===== src/rtl/jam_cost_arbiter.sv =====
// jam_cost_arbiter
//   Shares one combinational cost ROM (W,J -> Cost) among NREQ search engines.
//   Bursts of BURST reads are granted round-robin as a whole. W/J are
//   registered, and each returned Cost comes back one edge later, tagged with a
//   one-hot valid that names its owner.
//   Optional build macro: JAM_ARB_ABORT_EN. When it is defined, an owner that
//   drops req during its burst ends the burst early. When it is undefined,
//   every burst runs exactly BURST reads.
module jam_cost_arbiter #(
    parameter int unsigned NREQ  = 4,
    parameter int unsigned BURST = 8
) (
    input  logic              CLK,
    input  logic              RST_N,
    input  logic [NREQ-1:0]   req,
    input  logic [3*NREQ-1:0] rd_w,
    input  logic [3*NREQ-1:0] rd_j,
    output logic [NREQ-1:0]   gnt,
    output logic [2:0]        beat,
    output logic [2:0]        W,
    output logic [2:0]        J,
    input  logic [6:0]        Cost,
    output logic [6:0]        cost_out,
    output logic [NREQ-1:0]   cost_vld,
    output logic              busy
);

    typedef enum logic {
        S_IDLE  = 1'b0,
        S_BURST = 1'b1
    } state_t;

    localparam logic [2:0] LP_LAST_BEAT = 3'(BURST - 1);
    localparam logic [2:0] LP_LAST_INIT = 3'(NREQ - 1);

    state_t            r_state;
    state_t            w_state_nxt;

    // r_last is both the round-robin pointer and the index of the current owner
    logic [2:0]        r_last;
    logic [NREQ-1:0]   r_gnt;
    logic [2:0]        r_beat;
    logic [2:0]        r_w;
    logic [2:0]        r_j;
    logic [2:0]        r_tag;
    logic              r_tag_vld;
    logic [6:0]        r_cost;
    logic [NREQ-1:0]   r_cost_vld;

    logic              w_found;
    logic [2:0]        w_win_idx;
    logic [NREQ-1:0]   w_win_onehot;
    logic [2:0]        w_sel_w;
    logic [2:0]        w_sel_j;
    logic [NREQ-1:0]   w_tag_onehot;
    logic              w_last_beat;
    logic              w_abort;
    logic              w_busy;

    // Round-robin winner: the first requester found searching last+1, last+2, ... mod NREQ
    always_comb begin
        w_found      = 1'b0;
        w_win_idx    = r_last;
        w_win_onehot = '0;
        for (int unsigned k = 1; k <= NREQ; k++) begin
            for (int unsigned i = 0; i < NREQ; i++) begin
                if (!w_found && req[i] && (((32'(r_last) + k) % NREQ) == i)) begin
                    w_found         = 1'b1;
                    w_win_idx       = 3'(i);
                    w_win_onehot    = '0;
                    w_win_onehot[i] = 1'b1;
                end
            end
        end
    end

    // Select the address pair driven by the current owner
    always_comb begin
        w_sel_w = '0;
        w_sel_j = '0;
        for (int unsigned i = 0; i < NREQ; i++) begin
            if (r_last == 3'(i)) begin
                w_sel_w = rd_w[3*i +: 3];
                w_sel_j = rd_j[3*i +: 3];
            end
        end
    end

    // Decode the in-flight tag into the owner's one-hot valid
    always_comb begin
        w_tag_onehot = '0;
        for (int unsigned i = 0; i < NREQ; i++) begin
            w_tag_onehot[i] = (r_tag == 3'(i));
        end
    end

    assign w_last_beat = (r_beat == LP_LAST_BEAT);

`ifdef JAM_ARB_ABORT_EN
    logic w_owner_req;

    // The owner's level request; losing it in BURST cancels the rest of the burst
    always_comb begin
        w_owner_req = 1'b0;
        for (int unsigned i = 0; i < NREQ; i++) begin
            if (r_last == 3'(i)) begin
                w_owner_req = req[i];
            end
        end
    end

    assign w_abort = (r_state == S_BURST) && !w_owner_req;
`else
    assign w_abort = 1'b0;
`endif

    // FSM state register
    always_ff @(posedge CLK or negedge RST_N) begin
        if (!RST_N) begin
            r_state <= S_IDLE;
        end else begin
            r_state <= w_state_nxt;
        end
    end

    // FSM next-state: grant on any request, and return to IDLE after the terminal beat or an abort
    always_comb begin
        w_state_nxt = r_state;
        case (r_state)
            S_IDLE: begin
                if (|req) begin
                    w_state_nxt = S_BURST;
                end
            end
            S_BURST: begin
                if (w_abort || w_last_beat) begin
                    w_state_nxt = S_IDLE;
                end
            end
            default: w_state_nxt = S_IDLE;
        endcase
    end

    // FSM outputs
    always_comb begin
        w_busy = (r_state == S_BURST);
    end

    // Grant, beat counter and round-robin pointer
    always_ff @(posedge CLK or negedge RST_N) begin
        if (!RST_N) begin
            r_gnt  <= '0;
            r_beat <= '0;
            r_last <= LP_LAST_INIT;
        end else begin
            case (r_state)
                S_IDLE: begin
                    if (|req) begin
                        r_gnt  <= w_win_onehot;
                        r_last <= w_win_idx;
                        r_beat <= '0;
                    end
                end
                S_BURST: begin
                    if (w_abort || w_last_beat) begin
                        r_gnt  <= '0;
                        r_beat <= '0;
                    end else begin
                        r_beat <= r_beat + 3'd1;
                    end
                end
                default: begin
                    r_gnt  <= '0;
                    r_beat <= '0;
                end
            endcase
        end
    end

    // ROM address sample: once per burst edge, unless the burst is being aborted
    always_ff @(posedge CLK or negedge RST_N) begin
        if (!RST_N) begin
            r_w       <= '0;
            r_j       <= '0;
            r_tag     <= '0;
            r_tag_vld <= 1'b0;
        end else begin
            r_tag_vld <= 1'b0;
            if ((r_state == S_BURST) && !w_abort) begin
                r_w       <= w_sel_w;
                r_j       <= w_sel_j;
                r_tag     <= r_last;
                r_tag_vld <= 1'b1;
            end
        end
    end

    // Return path: capture Cost one edge after its address was sampled
    always_ff @(posedge CLK or negedge RST_N) begin
        if (!RST_N) begin
            r_cost     <= '0;
            r_cost_vld <= '0;
        end else begin
            if (r_tag_vld) begin
                r_cost     <= Cost;
                r_cost_vld <= w_tag_onehot;
            end else begin
                r_cost_vld <= '0;
            end
        end
    end

    assign gnt      = r_gnt;
    assign beat     = r_beat;
    assign W        = r_w;
    assign J        = r_j;
    assign cost_out = r_cost;
    assign cost_vld = r_cost_vld;
    assign busy     = w_busy;

endmodule

===== config.mk =====
export PLATFORM = sky130hd
export DESIGN_NAME = jam_cost_arbiter
export DESIGN_NICKNAME = d
export VERILOG_FILES = /design/src/rtl/jam_cost_arbiter.sv
export SDC_FILE = /design/constraint.sdc
export NUM_CORES = 1
export LEC_CHECK = 0
export ABC_AREA = 1
export ABC_CLOCK_PERIOD_IN_PS = 3150
export CAP_MARGIN = 20
export CORE_ASPECT_RATIO = 1.5
export CORE_MARGIN = 8
export CORE_UTILIZATION = 41
export CTS_CLUSTER_DIAMETER = 200
export DETAILED_ROUTE_END_ITERATION = 8
export HOLD_SLACK_MARGIN = 0.05
export PLACE_DENSITY_LB_ADDON = 0.05
export RECOVER_POWER = 100
export SYNTH_ARGS = -nofsm -noshare
export SYNTH_HDL_FRONTEND = slang
export SYNTH_SLANG_ARGS = --single-unit
export TNS_END_PERCENT = 5

===== constraint.sdc =====
create_clock -name CLK -period 3.15 [get_ports CLK]
set_input_delay 0.63 -clock CLK [delete_from_list [all_inputs] [get_ports CLK]]
set_output_delay 0.63 -clock CLK [all_outputs]
set_load 0.01 [all_outputs]

==> Word level (Yosys, flattened, before mapping) <==
Index checks and enable logic that the tools add are counted.
{ "totals": {"elab_cells": 159, "reg_bits": 32} }
{ "op_classes": {"n_mux": 66, "n_eq_ne": 21, "add_sub_neg": 5, "bitwise": 1, "reduce_logical": 56} }
{ "op_table": {"columns": ["op", "count"], "rows": [
  ["32-bit zero test", 4],
  ["3-bit 2-to-1 mux", 27],
  ["4-bit 2-to-1 mux", 16],
  ["1-bit logical AND", 31],
  ["1-bit 2-to-1 mux", 19],
  ["2-bit equality test (second input constant)", 8],
  ["16-bit nonzero test", 1],
  ["1-bit zero test", 15],
  ["3-bit by 2-bit equality test with 1-bit output (second input constant)", 4],
  ["2-bit by 1-bit equality test with 1-bit output (second input constant)", 4],
  ["4-bit case mux with 2 select lines", 1],
  ["3-bit by 1-bit equality test with 1-bit output (second input constant)", 2],
  ["3-bit zero test", 2],
  ["3-bit case mux with 2 select lines", 1],
  ["2-bit by 1-bit adder with 2-bit output (second input constant)", 2],
  ["2-bit adder (second input constant)", 2],
  ["4-bit OR reduction", 1],
  ["3-bit by 1-bit adder with 3-bit output (second input constant)", 1],
  ["3-bit equality test (second input constant)", 1],
  ["3-bit AND reduction", 1],
  ["2-bit 2-to-1 mux", 1],
  ["2-bit by 1-bit != test with 1-bit output (second input constant)", 1],
  ["2-bit != test (second input constant)", 1],
  ["1-bit case mux with 2 select lines", 1],
  ["other kinds (2)", 2]
]} }

==> Logic depth before layout (Yosys ltp) <==
{ "depth": {"depth_word": 66, "ltp_mapped": 15, "depth_no_buf": 14} }

==> Worst setup path after synthesis <==
OpenSTA, ideal clock, no wires.
{ "synth_timing": {"path_kind": "input -> register", "from": "in req[0]", "to": "reg r_last[1]", "cell_stages": 14, "path_slack_ns": 1.190, "n_path_buf": 1, "arrival_ns": 1.893, "path_cell_list": "clkbuf_8 nand3_1 nand2_1 nor2_4 nand3_2 nor2_2 nand4_2 nor2_4 nand2_2 nor2_4 nand2_2 nand2_1 nor2_1 nor2_1"} }
{ "synth_via": {"elab_chain_cells": 63, "word_cells_on_any_way": 79, "cone_classes": "mux (30); reduce/logical (49)"} }
{ "synth_rtl": {"columns": ["element", "line_no", "rtl"], "rows": [
  ["start: declaration", "15", "input logic [NREQ-1:0] req,"],
  ["1-bit logical AND", "67", "if (!w_found && req[i] && (((32'(r_last) + k) % NREQ) == i)) begin"],
  ["1-bit 2-to-1 mux", "67", null],
  ["1-bit zero test", "67", null],
  ["1-bit logical AND (2 in a row)", "67", null],
  ["1-bit 2-to-1 mux", "67", null],
  ["1-bit zero test", "67", null],
  ["1-bit logical AND (2 in a row)", "67", null],
  ["1-bit 2-to-1 mux", "67", null],
  ["[... 43 more ...]", null, null],
  ["1-bit 2-to-1 mux", "67", null],
  ["1-bit zero test", "67", null],
  ["1-bit logical AND (2 in a row)", "67", null],
  ["1-bit 2-to-1 mux", "67", null],
  ["1-bit zero test", "67", null],
  ["1-bit logical AND (2 in a row)", "67", null],
  ["16-bit nonzero test (no line)", null, null],
  ["3-bit AND reduction (no line)", null, null],
  ["end signal: assignment", "160", "r_last <= w_win_idx;"],
  ["end: declaration", "40", "logic [2:0] r_last;"]
]} }
Parallel ways exist; a longest one is shown, timed or not.
A chain may end at the register's enable or synchronous reset.

==> Worst setup path in the final report <==
{ "layout_timing": {"from": "reg r_last[0]", "to": "reg r_gnt[3], in the netlist gnt[3]"} }
{ "layout_via": {"elab_chain_cells": 66, "word_cells_on_any_way": 96, "cone_classes": "add/sub (4); eq/ne (12); mux (30); reduce/logical (50)"} }
{ "layout_rtl": {"columns": ["element", "line_no", "rtl"], "rows": [
  ["2-bit by 1-bit adder with 2-bit output", "67", null],
  ["32-bit zero test", "67", null],
  ["1-bit logical AND", "67", null],
  ["1-bit 2-to-1 mux", "67", null],
  ["1-bit zero test", "67", null],
  ["1-bit logical AND (2 in a row)", "67", null],
  ["1-bit 2-to-1 mux", "67", null],
  ["1-bit zero test", "67", null],
  ["[... 47 more ...]", null, null],
  ["1-bit zero test", "67", null],
  ["1-bit logical AND (2 in a row)", "67", null],
  ["1-bit 2-to-1 mux", "67", null],
  ["1-bit zero test", "67", null],
  ["1-bit logical AND (2 in a row)", "67", null],
  ["4-bit 2-to-1 mux (*)", "67", null],
  ["4-bit 2-to-1 mux (*)", "158", "if (|req) begin"],
  ["4-bit case mux with 2 select lines (*)", "156", "case (r_state)"],
  ["end signal: assignment", "159", "r_gnt <= w_win_onehot;"],
  ["end: declaration", "41", "logic [NREQ-1:0] r_gnt;"]
]} }
Mark *: on every way between the ends. The rest lies on a longest branch, timed or not. The select of a mux whose other input is x is not followed.

==> summary.md <==
| Metric | Value |
|---|---|
| Status | `finished with violations` |
| Failing checks | `capacitance limit, slew limit` |
| Max-cap viol count | `1` |
| Number of distinct library cells after synthesis | `25` |
| Setup bufs post-CTS | `0` |
| Pre-CTS WS | `~0.63 ns` |
| First-pass GRT wire length | `7140 µm` |
| Max_slew headroom | `-3.44%` |
| Synth-to-Final Area Change | `44.5%` |
| Worst reg2reg path endpoint | `gnt[3]` |
| # DRC | `0` |
| Cell leakage power | `1.17 nW` |
| Clock-pin slew on the worst setup and hold paths | `roughly 0.06 ns` |
| Critical hold path startpoint | `r_tag[0]` |
| Worst-Margin Slew | `approximately 1.6 ns` |
| Startpoint types | `flop` |
| Vias in the first global route | `1505` |
| Full die area | `6300 µm²` |
| Layout cells sized above 1 | `under 10%` |
| DP HPWL | `3490 µm` |
| Nets | `around 310` |
| Num CTS Buffers | `5` |
| CTS H-Tree Depth | `2` |
| Post-Synthesis Cells | `209` |
| Vias | `1513` |
| Clock power share | `between 10% and 20%` |
| Async set-reset flop share out of synthesis | `100%` |
| Worst R2R Path Depth | `12` |
| Register area share after synthesis | `46.1%` |
| Hold Crit Class | `flop to flop` |
| Peak VDD IR | `0.000526 V` |
| CTS Hold Buffers Added | `0` |
| Cts repair resizes | `0` |
| P per Cell Area | `862 nW/µm²` |
| Worst-Skew Late Latency | `0.27 ns` |
| GR Util All Layers | `about 15%` |
| Sw Ratio | `41.2%` |
| Sequential fraction of design power | `33.9%` |
| Switching Power | `839 µW` |
| Required time of the critical path | `~3.4 ns` |
| Ports | `62` |
| Final setup TNS | `0 ns` |
| Die Ht | `93.3 µm` |
| Synthesized area | `around 1600 µm²` |
| Site Rows | `28` |
| CP max FO | `9` |
| Flops & latches, synth | `30` |
| Die Span X | `between 60 and 70 µm` |
| Part of the cycle the worst path needs | `77.3%` |
| DRT Pass-1 Iters | `6` |
| Most frequent cells in the layout | `nand2_1, clkdlybuf4s50_1, dfrtp_1, dlygate4sd3_1, inv_1` |
| R2r setup slk | `0.72 ns` |
| TritonCTS clock tree | `done` |
| Unrepaired setup endpoints after global routing | `no` |
| Arrival time worst endpoint | `about 2.7 ns` |
| Final wirelength | `4260 µm` |
| Final Hold Vio Count | `0` |
| Post-synth EDFFs | `0` |
| Grt ovf | `0` |
| Starting Density | `around two fifths` |
| Root Driver | `clkbuf_8` |
| DRT iter0 DRCs | `65` |
| Max Freq | `411 MHz` |
| Net Count, Synth | `approximately 250` |
| Clock Skews | `0.00501 ns` |
| CTS sink cnt | `30` |
| Most common cell after layout, fill and taps aside | `nand2_1` |
| CP Capture Type | `flop` |
| WL per Instance | `~13 µm` |
| Initial antenna violation count | `0` |
| WS Path Type | `flop to flop` |
| Final ANT Viol Nets | `0` |
| Syn_area_per_cell | `a little under 8 µm²` |
| Hold depth | `1` |
| Via-to-Cell Ratio | `4.73` |
| Hold endpoint | `cost_vld[0]` |
| CTS Buffer Depth | `2` |
| Std-Cell Core Area | `approximately 4000 µm²` |
| Largest net degree at the start of global routing | `31` |
| Yosys Warn Count | `0` |
| Internal power | `between 1 and 1.5 mW` |
| Final worst setup slack | `slightly above 0.7 ns` |
| Ant diodes | `0` |
| Worst r2r src | `r_last[0]` |
| Ys flop type | `dfrtp_1` |
| Endpoints failing setup | `0` |
| IO Port Bufs | `61` |
| Post-route minimum period | `2.43 ns` |
| Power share of the combinational group | `about half` |
| Gpl congestion | `0.914` |
| Final Max Tran Viols | `31` |
## stage by stage
step	power, mW	hold WS, ns	cells	instance area [µm²]	util, %
after floorplan	1.36	0.334	209	1630	-
after global placement	1.81	0.452	312	2290	58.8
after detailed placement	1.82	0.457	312	2290	58.8
after CTS	2.13	0.465	320	2380	61.1
after global routing	2.23	0.491	320	2360	60.7
final	2.03	0.466	320	2360	60.7
## logic make-up (layout without fill, tap and decap cells)
| family | count (synthesis) | in the layout | share of synthesized area [%] |
|---|---|---|---|
| flip-flops | 30 | 30 | 46.1 |
| AND/OR/NAND/NOR | 128 | 128 | 36.8 |
| adder cells (fa/ha/maj) | 2 | 2 | 1.53 |
| AO/OA/AOI/OAI | 21 | 21 | 8.28 |
| buffers and inverters | 28 | 94 | 7.28 |
## area by class of cell
type / count / area, µm²
Clock buffer: 7 / 86.3
Clock inverter: 1 / 5.00
Fill cell: 363 / 1530
Inverter: 22 / 82.6
Multi-Input combinational cell: 151 / 747
Sequential cell: 30 / 753
Tap cell: 45 / 56.3
Timing Repair Buffer: 64 / 629
## synth_stat cells, types with 3 or more instances
library cell,number,share of area [%]
o21ai_0,10,3.1
nand2_1,79,18
inv_1,20,4.6
nand2_2,5,1.9
nor2_4,5,3.4
nor2_1,11,2.5
nand3_2,3,1.8
nand4_1,6,2.3
a221oi_1,6,3.2
clkbuf_1,4,0.92
dfrtp_1,28,43
a21oi_1,3,0.92
nor3_1,7,2.1
nand3_1,8,2.5
## worst max-delay path by stage
| stage | from | end | slack, ns |
|---|---|---|---|
| after CTS | req[1] | gnt[2] | 0.91 |
| after global routing | r_last[0] | gnt[3] | 0.42 |
| after global placement | req[1] | r_last[1] | 0.65 |
| after floorplan | req[0] | r_last[1] | 1.19 |
| after detailed placement | req[1] | gnt[2] | 0.63 |
| final | r_last[0] | gnt[3] | 0.72 |
## power groups by stage
stage | sequential [mW] | combinational (mW) | clock (mW)
after floorplan | 0.711 | 0.649 | 0
after global placement | 0.702 | 1.11 | 0
after detailed placement | 0.708 | 1.11 | 0
after CTS | 0.702 | 1.12 | 0.316
after global routing | 0.714 | 1.18 | 0.332
final | 0.689 | 1.04 | 0.305
## per-layer routing
metal / vias to the layer above / GRT usage [%] / part of all wire, %
li1: 805 / - / -
met1: 661 / 15.0 / 38
met2: 43 / 26.2 / 54
met3: 4 / 4.07 / 6.4
met4: 0 / 6.30 / 1.3
met5: - / 0 / 0
## worst max-delay path, stage by stage (launching register included)
cell,delay [ns]
dfstp_1,0.79
nand2_1,0.15
inv_1,0.23
nand2_1,0.13
nand4_1,0.19
nand4_1,0.22
nor2_4,0.18
nand2_1,0.11
nor2_4,0.12
nand3_1,0.09
nand2_1,0.07
nand2_1,0.04
nand2_1,0.06
## state kept, by name (all words and copies together) (netlist names)
name       count
cost_out       7
cost_vld       4
gnt            4
J              3
W              3
beat           3
r_last         2
r_tag          2
busy           1
r_tag_vld      1
Power figures use the tool's default switching activity.
